## src/rtl/risc_control_fsm.sv

```systemverilog
// risc_control_fsm: multi-cycle control unit for a 16-bit RISC datapath.
// Sequences fetch, decode, execute, memory and write-back phases from the
// instruction opcode and drives the datapath mux selects and write enables.
//
// Ports:
//   clk        rising-edge clock
//   rst        asynchronous, active-high reset (forces IDLE)
//   opcode     instruction register bits [15:12]
//   zero       ALU zero flag, used by BEQ/BNE
//   mem_ready  memory access completes this cycle
//   ALU_srcA   ALU operand A select (00 PC, 01 regA)
//   ALU_srcB   ALU operand B select (000 regB, 001 sext imm, 010 branch off,
//              011 zext imm, 110 constant 2)
//   ALU_op     ALU function (000 ADD, 001 SUB, 010 AND, 011 OR)
//   PC_src     PC source (00 ALU result, 01 ALUOut, 10 jump target)
//   reg_dst, memtoreg, shift                          datapath mux selects
//   PC_write, IR_write, IorD, mem_read, mem_write, reg_write  enables
//   halted     processor stopped
//   illegal    one-cycle pulse on an undefined opcode in DECODE
//
// Outputs are combinational decodes of the current state (plus mem_ready,
// zero and opcode where noted) so that async reset clears them immediately.

module risc_control_fsm (
  input  logic       clk,
  input  logic       rst,
  input  logic [3:0] opcode,
  input  logic       zero,
  input  logic       mem_ready,
  output logic [1:0] ALU_srcA,
  output logic [2:0] ALU_srcB,
  output logic [2:0] ALU_op,
  output logic [1:0] PC_src,
  output logic       reg_dst,
  output logic       memtoreg,
  output logic       shift,
  output logic       PC_write,
  output logic       IR_write,
  output logic       IorD,
  output logic       mem_read,
  output logic       mem_write,
  output logic       reg_write,
  output logic       halted,
  output logic       illegal
);

  localparam int unsigned OPC_W   = 4;
  localparam int unsigned STATE_W = 4;
  localparam int unsigned SRCA_W  = 2;
  localparam int unsigned SRCB_W  = 3;
  localparam int unsigned ALUOP_W = 3;
  localparam int unsigned PCSRC_W = 2;

  // Opcode map
  localparam logic [OPC_W-1:0] OP_ADD  = OPC_W'(4'h0);
  localparam logic [OPC_W-1:0] OP_SUB  = OPC_W'(4'h1);
  localparam logic [OPC_W-1:0] OP_AND  = OPC_W'(4'h2);
  localparam logic [OPC_W-1:0] OP_OR   = OPC_W'(4'h3);
  localparam logic [OPC_W-1:0] OP_ADDI = OPC_W'(4'h4);
  localparam logic [OPC_W-1:0] OP_SLL  = OPC_W'(4'h5);
  localparam logic [OPC_W-1:0] OP_SRL  = OPC_W'(4'h6);
  localparam logic [OPC_W-1:0] OP_LW   = OPC_W'(4'h7);
  localparam logic [OPC_W-1:0] OP_SW   = OPC_W'(4'h8);
  localparam logic [OPC_W-1:0] OP_BEQ  = OPC_W'(4'h9);
  localparam logic [OPC_W-1:0] OP_BNE  = OPC_W'(4'hA);
  localparam logic [OPC_W-1:0] OP_JMP  = OPC_W'(4'hB);
  localparam logic [OPC_W-1:0] OP_HALT = OPC_W'(4'hF);

  // Mux select encodings
  localparam logic [SRCA_W-1:0]  SRCA_PC    = SRCA_W'(2'b00);
  localparam logic [SRCA_W-1:0]  SRCA_REGA  = SRCA_W'(2'b01);
  localparam logic [SRCB_W-1:0]  SRCB_REGB  = SRCB_W'(3'b000);
  localparam logic [SRCB_W-1:0]  SRCB_SEXT  = SRCB_W'(3'b001);
  localparam logic [SRCB_W-1:0]  SRCB_BOFF  = SRCB_W'(3'b010);
  localparam logic [SRCB_W-1:0]  SRCB_ZEXT  = SRCB_W'(3'b011);
  localparam logic [SRCB_W-1:0]  SRCB_TWO   = SRCB_W'(3'b110);
  localparam logic [ALUOP_W-1:0] ALU_ADD    = ALUOP_W'(3'b000);
  localparam logic [ALUOP_W-1:0] ALU_SUB    = ALUOP_W'(3'b001);
  localparam logic [PCSRC_W-1:0] PCSRC_ALU  = PCSRC_W'(2'b00);
  localparam logic [PCSRC_W-1:0] PCSRC_OUT  = PCSRC_W'(2'b01);
  localparam logic [PCSRC_W-1:0] PCSRC_JUMP = PCSRC_W'(2'b10);

  typedef enum logic [STATE_W-1:0] {
    S_IDLE     = 4'd0,
    S_FETCH    = 4'd1,
    S_DECODE   = 4'd2,
    S_EXEC_R   = 4'd3,
    S_EXEC_I   = 4'd4,
    S_EXEC_SH  = 4'd5,
    S_MEM_ADDR = 4'd6,
    S_MEM_RD   = 4'd7,
    S_MEM_WB   = 4'd8,
    S_MEM_WR   = 4'd9,
    S_ALU_WB   = 4'd10,
    S_BRANCH   = 4'd11,
    S_JUMP     = 4'd12,
    S_HALT     = 4'd13
  } state_t;

  state_t state;
  state_t next_state;

  // Opcode class decodes, only consumed in DECODE and execute/write-back states
  logic op_is_rtype;
  logic op_is_shift;
  logic op_is_illegal;
  logic branch_taken;

  always_comb begin
    op_is_rtype   = (opcode == OP_ADD) || (opcode == OP_SUB) ||
                    (opcode == OP_AND) || (opcode == OP_OR);
    op_is_shift   = (opcode == OP_SLL) || (opcode == OP_SRL);
    op_is_illegal = (opcode == OPC_W'(4'hC)) || (opcode == OPC_W'(4'hD)) ||
                    (opcode == OPC_W'(4'hE));
    branch_taken  = ((opcode == OP_BEQ) &&  zero) ||
                    ((opcode == OP_BNE) && !zero);
  end

  // State register
  always_ff @(posedge clk or posedge rst) begin
    if (rst) begin
      state <= S_IDLE;
    end else begin
      state <= next_state;
    end
  end

  // Next-state logic
  always_comb begin
    next_state = state;
    case (state)
      S_IDLE:     next_state = S_FETCH;
      S_FETCH:    next_state = mem_ready ? S_DECODE : S_FETCH;
      S_DECODE: begin
        case (opcode)
          OP_ADD, OP_SUB, OP_AND, OP_OR: next_state = S_EXEC_R;
          OP_ADDI:                       next_state = S_EXEC_I;
          OP_SLL, OP_SRL:                next_state = S_EXEC_SH;
          OP_LW, OP_SW:                  next_state = S_MEM_ADDR;
          OP_BEQ, OP_BNE:                next_state = S_BRANCH;
          OP_JMP:                        next_state = S_JUMP;
          OP_HALT:                       next_state = S_HALT;
          default:                       next_state = S_FETCH;
        endcase
      end
      S_EXEC_R:   next_state = S_ALU_WB;
      S_EXEC_I:   next_state = S_ALU_WB;
      S_EXEC_SH:  next_state = S_ALU_WB;
      S_ALU_WB:   next_state = S_FETCH;
      S_MEM_ADDR: next_state = (opcode == OP_SW) ? S_MEM_WR : S_MEM_RD;
      S_MEM_RD:   next_state = mem_ready ? S_MEM_WB : S_MEM_RD;
      S_MEM_WB:   next_state = S_FETCH;
      S_MEM_WR:   next_state = mem_ready ? S_FETCH : S_MEM_WR;
      S_BRANCH:   next_state = S_FETCH;
      S_JUMP:     next_state = S_FETCH;
      S_HALT:     next_state = S_HALT;
      default:    next_state = S_IDLE;
    endcase
  end

  // Output decode; everything not driven in a state stays 0
  always_comb begin
    ALU_srcA  = SRCA_PC;
    ALU_srcB  = SRCB_REGB;
    ALU_op    = ALU_ADD;
    PC_src    = PCSRC_ALU;
    reg_dst   = 1'b0;
    memtoreg  = 1'b0;
    shift     = 1'b0;
    PC_write  = 1'b0;
    IR_write  = 1'b0;
    IorD      = 1'b0;
    mem_read  = 1'b0;
    mem_write = 1'b0;
    reg_write = 1'b0;
    halted    = 1'b0;
    illegal   = 1'b0;
    case (state)
      S_FETCH: begin
        // PC + 2 computed every cycle; committed only when memory answers
        mem_read = 1'b1;
        ALU_srcA = SRCA_PC;
        ALU_srcB = SRCB_TWO;
        ALU_op   = ALU_ADD;
        PC_src   = PCSRC_ALU;
        IR_write = mem_ready;
        PC_write = mem_ready;
      end
      S_DECODE: begin
        // Speculative branch target into ALUOut
        ALU_srcA = SRCA_PC;
        ALU_srcB = SRCB_BOFF;
        ALU_op   = ALU_ADD;
        illegal  = op_is_illegal;
      end
      S_EXEC_R: begin
        ALU_srcA = SRCA_REGA;
        ALU_srcB = SRCB_REGB;
        ALU_op   = opcode[ALUOP_W-1:0];
      end
      S_EXEC_I: begin
        ALU_srcA = SRCA_REGA;
        ALU_srcB = SRCB_SEXT;
        ALU_op   = ALU_ADD;
      end
      S_EXEC_SH: begin
        shift    = 1'b1;
        ALU_srcA = SRCA_REGA;
        ALU_srcB = SRCB_ZEXT;
      end
      S_ALU_WB: begin
        reg_write = 1'b1;
        memtoreg  = 1'b0;
        reg_dst   = op_is_rtype || op_is_shift;
        shift     = op_is_shift;
      end
      S_MEM_ADDR: begin
        ALU_srcA = SRCA_REGA;
        ALU_srcB = SRCB_SEXT;
        ALU_op   = ALU_ADD;
      end
      S_MEM_RD: begin
        mem_read = 1'b1;
        IorD     = 1'b1;
      end
      S_MEM_WB: begin
        reg_write = 1'b1;
        memtoreg  = 1'b1;
        reg_dst   = 1'b0;
      end
      S_MEM_WR: begin
        mem_write = 1'b1;
        IorD      = 1'b1;
      end
      S_BRANCH: begin
        // Compare by subtraction; ALUOut already holds the target
        ALU_srcA = SRCA_REGA;
        ALU_srcB = SRCB_REGB;
        ALU_op   = ALU_SUB;
        PC_src   = PCSRC_OUT;
        PC_write = branch_taken;
      end
      S_JUMP: begin
        PC_write = 1'b1;
        PC_src   = PCSRC_JUMP;
      end
      S_HALT: begin
        halted = 1'b1;
      end
      default: begin
      end
    endcase
  end

endmodule

```

## config.mk

```make
export PLATFORM = sky130hd
export DESIGN_NAME = risc_control_fsm
export DESIGN_NICKNAME = d
export VERILOG_FILES = /design/src/rtl/risc_control_fsm.sv
export SDC_FILE = /design/constraint.sdc
export NUM_CORES = 1
export LEC_CHECK = 0
export ABC_AREA = 1
export BUFFER_PORTS_ARGS = -buffer_cell sky130_fd_sc_hd__buf_4
export CAP_MARGIN = 15
export CORE_MARGIN = 4
export CORE_UTILIZATION = 41
export CTS_CLUSTER_SIZE = 20
export DETAILED_ROUTE_END_ITERATION = 10
export GPL_ROUTABILITY_DRIVEN = 0
export PLACE_DENSITY_LB_ADDON = 0.3
export SLEW_MARGIN = 0
export SYNTH_ARGS = -nofsm -noshare
export SYNTH_HDL_FRONTEND = slang
export SYNTH_SLANG_ARGS = --single-unit
```

## constraint.sdc

```tcl
create_clock -name clk -period 1 [get_ports clk]
set_input_delay 0.05 -clock clk [delete_from_list [all_inputs] [get_ports clk]]
set_output_delay 0.05 -clock clk [all_outputs]
set_load 0.05 [all_outputs]
```

==> out/metrics.yaml, run 1 <==
detailedPlace.worstSlack_ps: -339.8
fp-row-count: 14
synth.yosys.seq_area_share_pct: 15.24
synth_area_um2: 656.9
cts_hold_buf: 1
clock-sinks: 4
dp.cells: 195
h-tree-depth: 1
post_cts_buffers: 11
synth_cells: 128
haltStage: "clock tree synthesis"
status: "did not finish"
yosysUniqueCellTypes: 16
place_area_um2: 1251
error_line: "[ERROR DPL-0038] Utilization greater than 100%, impossible to legalize"
start_util_pct: 43.60
post-dp-hpwl_um: 2169
ys_ff_latch: 4
die_y_um: 48.03
syn_area_per_cell_um2: 5.132
io_pins: 29
die_x_um: 48.03
yosysTopAreaCell: "nand2_1"
post_cts_resized: 62
cts_buffers: 3
port_buffers: 27
post-synth-top-area-fraction_pct: 21.71
syn_nets: 140
synth_warnings: 0
cts_buffer_depth: 2
root_buffer: "clkbuf_4"
synth_area_leaders: "nand2_1 22%, dfrtp_1 15%, nor2_1 14%"
## logic make-up after synthesis
group | share of synthesized area [%]
and+or+nand+nor | 55.24
buffers and inverters | 16.00
AOI/OAI and AO/OA | 5.333
adders and majority gates | 7.619
DFF | 15.24
other | 0.5709
## Yosys cell counts
master	number
nor2_4	1
inv_2	3
dfrtp_1	4
inv_1	23
nand2_1	38
buf_4	1
o21ai_0	5
nor2_1	24
nor2_2	4
ha_1	4
nand3_1	13
nor3_1	2
a21oi_1	2
nand4_1	1
nand2_2	2
conb_1	1
## stage by stage
stage | hold slack [ps] | TNS (ps) | util (%)
detailed placement | -49.61 | -5131 | 83.06
floorplan | -183.9 | -3751 | -
global placement | -59.09 | -4363 | 83.06
==> inputs of run 2 (changes only) <==
--- a/config.mk
+++ b/config.mk
@@ -8,12 +8,11 @@
 export ABC_AREA = 1
 export BUFFER_PORTS_ARGS = -buffer_cell sky130_fd_sc_hd__buf_4
 export CAP_MARGIN = 15
-export CORE_MARGIN = 4
-export CORE_UTILIZATION = 41
-export CTS_CLUSTER_SIZE = 20
+export CORE_AREA = 4 4 65 67
 export DETAILED_ROUTE_END_ITERATION = 10
+export DIE_AREA = 0 0 69 71
 export GPL_ROUTABILITY_DRIVEN = 0
-export PLACE_DENSITY_LB_ADDON = 0.3
+export PLACE_DENSITY_LB_ADDON = 0.15
 export SLEW_MARGIN = 0
 export SYNTH_ARGS = -nofsm -noshare
 export SYNTH_HDL_FRONTEND = slang
==> constraint.sdc (replaced) <==
create_clock -name clk -period 1.3 [get_ports clk]
set_input_delay 0.065 -clock clk [delete_from_list [all_inputs] [get_ports clk]]
set_output_delay 0.065 -clock clk [all_outputs]
set_load 0.05 [all_outputs]
==> out/metrics.yaml, run 2 <==
min_path_cells: 5
detailedPlace.worstSlack_ps: -74.28
reg_top3: "state: 4 flops"
cts_buffers: 3
io_pins: 29
finClkSkew_ps: 4.288
post-synth-top-area-fraction_pct: 21.71
regToRegStartpoint: "state[0]"
met2WireLength_um: 1320
min_to: "state[3]"
wl_um: 2543
vias: 954
timing.hold.worst.class: "primary input to flip-flop"
cap_violations: 0
die_area_um2: 4899
synth_cells: 128
ff2ff_path_depth: 9
synth_flop_cell: "dfrtp_1"
fin_crit_sh_pct: 113.2
antenna_left: 0
ys_ff_latch: 4
drtIter0Drc: 39
synthTopCellsByCount: "38 x nand2_1, 24 x nor2_1, 23 x inv_1, 13 x nand3_1, 5 x o21ai_0"
hold_viol: 0
synth_area_leaders: "nand2_1 22%, dfrtp_1 15%, nor2_1 14%"
port_buffers: 27
dr.max_layer_used: "met4"
rsz0062_at_grt: "true"
yosysMostFrequentCell: "nand2_1"
first_global_vias: 913
final_cell_mix: "27 x buf_4, 26 x nand2_1, 20 x buf_6, 16 x nor2_1, 15 x inv_1"
synth_warnings: 0
grt_usage_pct: 10.63
areaGrowthSynthToFinish_pct: 133.3
cts_buffer_depth: 2
path_clk_slew_ps: 40
crit_path_max_fanout: 4
cp_data_required_time_ps: 1240
antenna_cells: 0
grt_max_degree: 9
post_drt_via_cell_ratio: 4.042
fin_ws_ps: -171.1
worstSetupPathType: "flip-flop to primary output"
fp-row-count: 22
wl_per_cell_um: 10.78
worstPathArrival_ps: 1410
start_util_pct: 18.08
drt_first_pass_iters: 2
die_y_um: 71
violations: "negative setup slack"
r2r_end: "state[3]"
final_core_util_pct: 42.18
insertion_delay_ps: 220
slew_violations: 0
core_area_um2: 3633
synth.yosys.seq_area_share_pct: 15.24
ys_async_sr_fraction_pct: 100.0
tns_ps: -2354
finalSetupViolCount: 22
fmax_mhz: 679.8
yosysUniqueCellTypes: 16
root_buffer: "clkbuf_8"
hp-start: "mem_ready"
clock-sinks: 4
antenna_found_initial: 0
start_kind: "flip-flop"
top_register: "state"
min_period_ps: 1471
cts_tree: "yes"
synth_area_um2: 656.9
grt_pass1_wl_um: 4209
synth_edf_count: 0
nets: 201
status: "finished with violations"
yosysTopAreaCell: "nand2_1"
syn_nets: 140
final_common_cell: "buf_4"
drive_gt1_share_pct: 58.51
rrSetupSlack_ps: -130
vdd_drop_max_mv: 0.5486
wl_met3_um: 94
die_x_um: 69
drcViolationCount: 0
h-tree-depth: 1
largest_reg_flops: 4
crit_path_end_kind: "primary output"
syn_area_per_cell_um2: 5.132
power_density_nw_per_um2: 2282
drt-met1-wl_um: 1074
post-dp-hpwl_um: 1979
p_leak_nw: 0.8299
overflow: 0
run 2: cell counts after synthesis:
No cell type changed its count.
run 2: how the worst max path moves through the flow:
stage | depth (start not counted) | end | slack, ps | start
global route | 6 | reg_dst | -220 | state[0]
floorplan | 4 | shift | -220 | state[0]
detailed placement | 4 | ALU_op[1] | -70 | state[3]
CTS | 6 | shift | -140 | state[2]
finish | 6 | ALU_srcA[0] | -170 | state[0]
global placement | 4 | ALU_op[2] | -90 | state[3]
run 2: routing by layer:
metal  global-route usage (%)  up-vias
li1                         -      505
met1                    12.12      425
met2                    17.69       20
met3                    1.705        4
met4                    8.243        0
met5                        0        -
run 2: cells by family after synthesis:
family                     Yosys count  share of synthesized area (%)
and+or+nand+nor                     85                          55.24
AOI/OAI and AO/OA                    7                          5.333
DFF                                  4                          15.24
buffers and inverters               27                          16.00
adders and majority gates            4                          7.619
other                                1                         0.5709
run 2: stage by stage:
step | hold slack (ps) | power, W | std cells | instance area (um2)
floorplan | -169.0 | 0.001546 | 128 | 714.4
global placement | -33.65 | 0.002209 | 215 | 1067
detailed placement | -30.85 | 0.002210 | 215 | 1067
CTS | 252.0 | 0.003043 | 227 | 1355
global route | 300.8 | 0.003698 | 236 | 1533
finish | 261.4 | 0.003498 | 236 | 1533
run 2: critical path: stages, from the launching register on:
cell	delay (ps)
dfrtp_2	420
buf_4	150
nand2_2	110
inv_4	70
buf_4	140
o21ai_2	120
buf_6	170
run 2: repair_timing:
item	in CTS	in global routing
hold endpoints to repair	4	0
setup endpoints to repair	21	23
pin swaps	8	12
resized for setup	54	29
hold buffers	1	0
setup buffers	7	9
run 2: area by class of cell:
class | count | area [um2]
Inverter | 26 | 100.1
Multi-Input combinational cell | 97 | 644.4
Clock buffer | 4 | 45.04
Tap cell | 48 | 60.06
Sequential cell | 4 | 105.1
Timing Repair Buffer | 57 | 578.1
Fill cell | 392 | 2101
run 2: power by group:
part | switching, W | internal (W) | total (W)
Clock | 0.0000736 | 0.000210 | 0.000284
Combinational | 0.00167 | 0.00125 | 0.00292
Sequential | 0.000106 | 0.000188 | 0.000293
No activity file was read; power rests on OpenSTA's default activity.
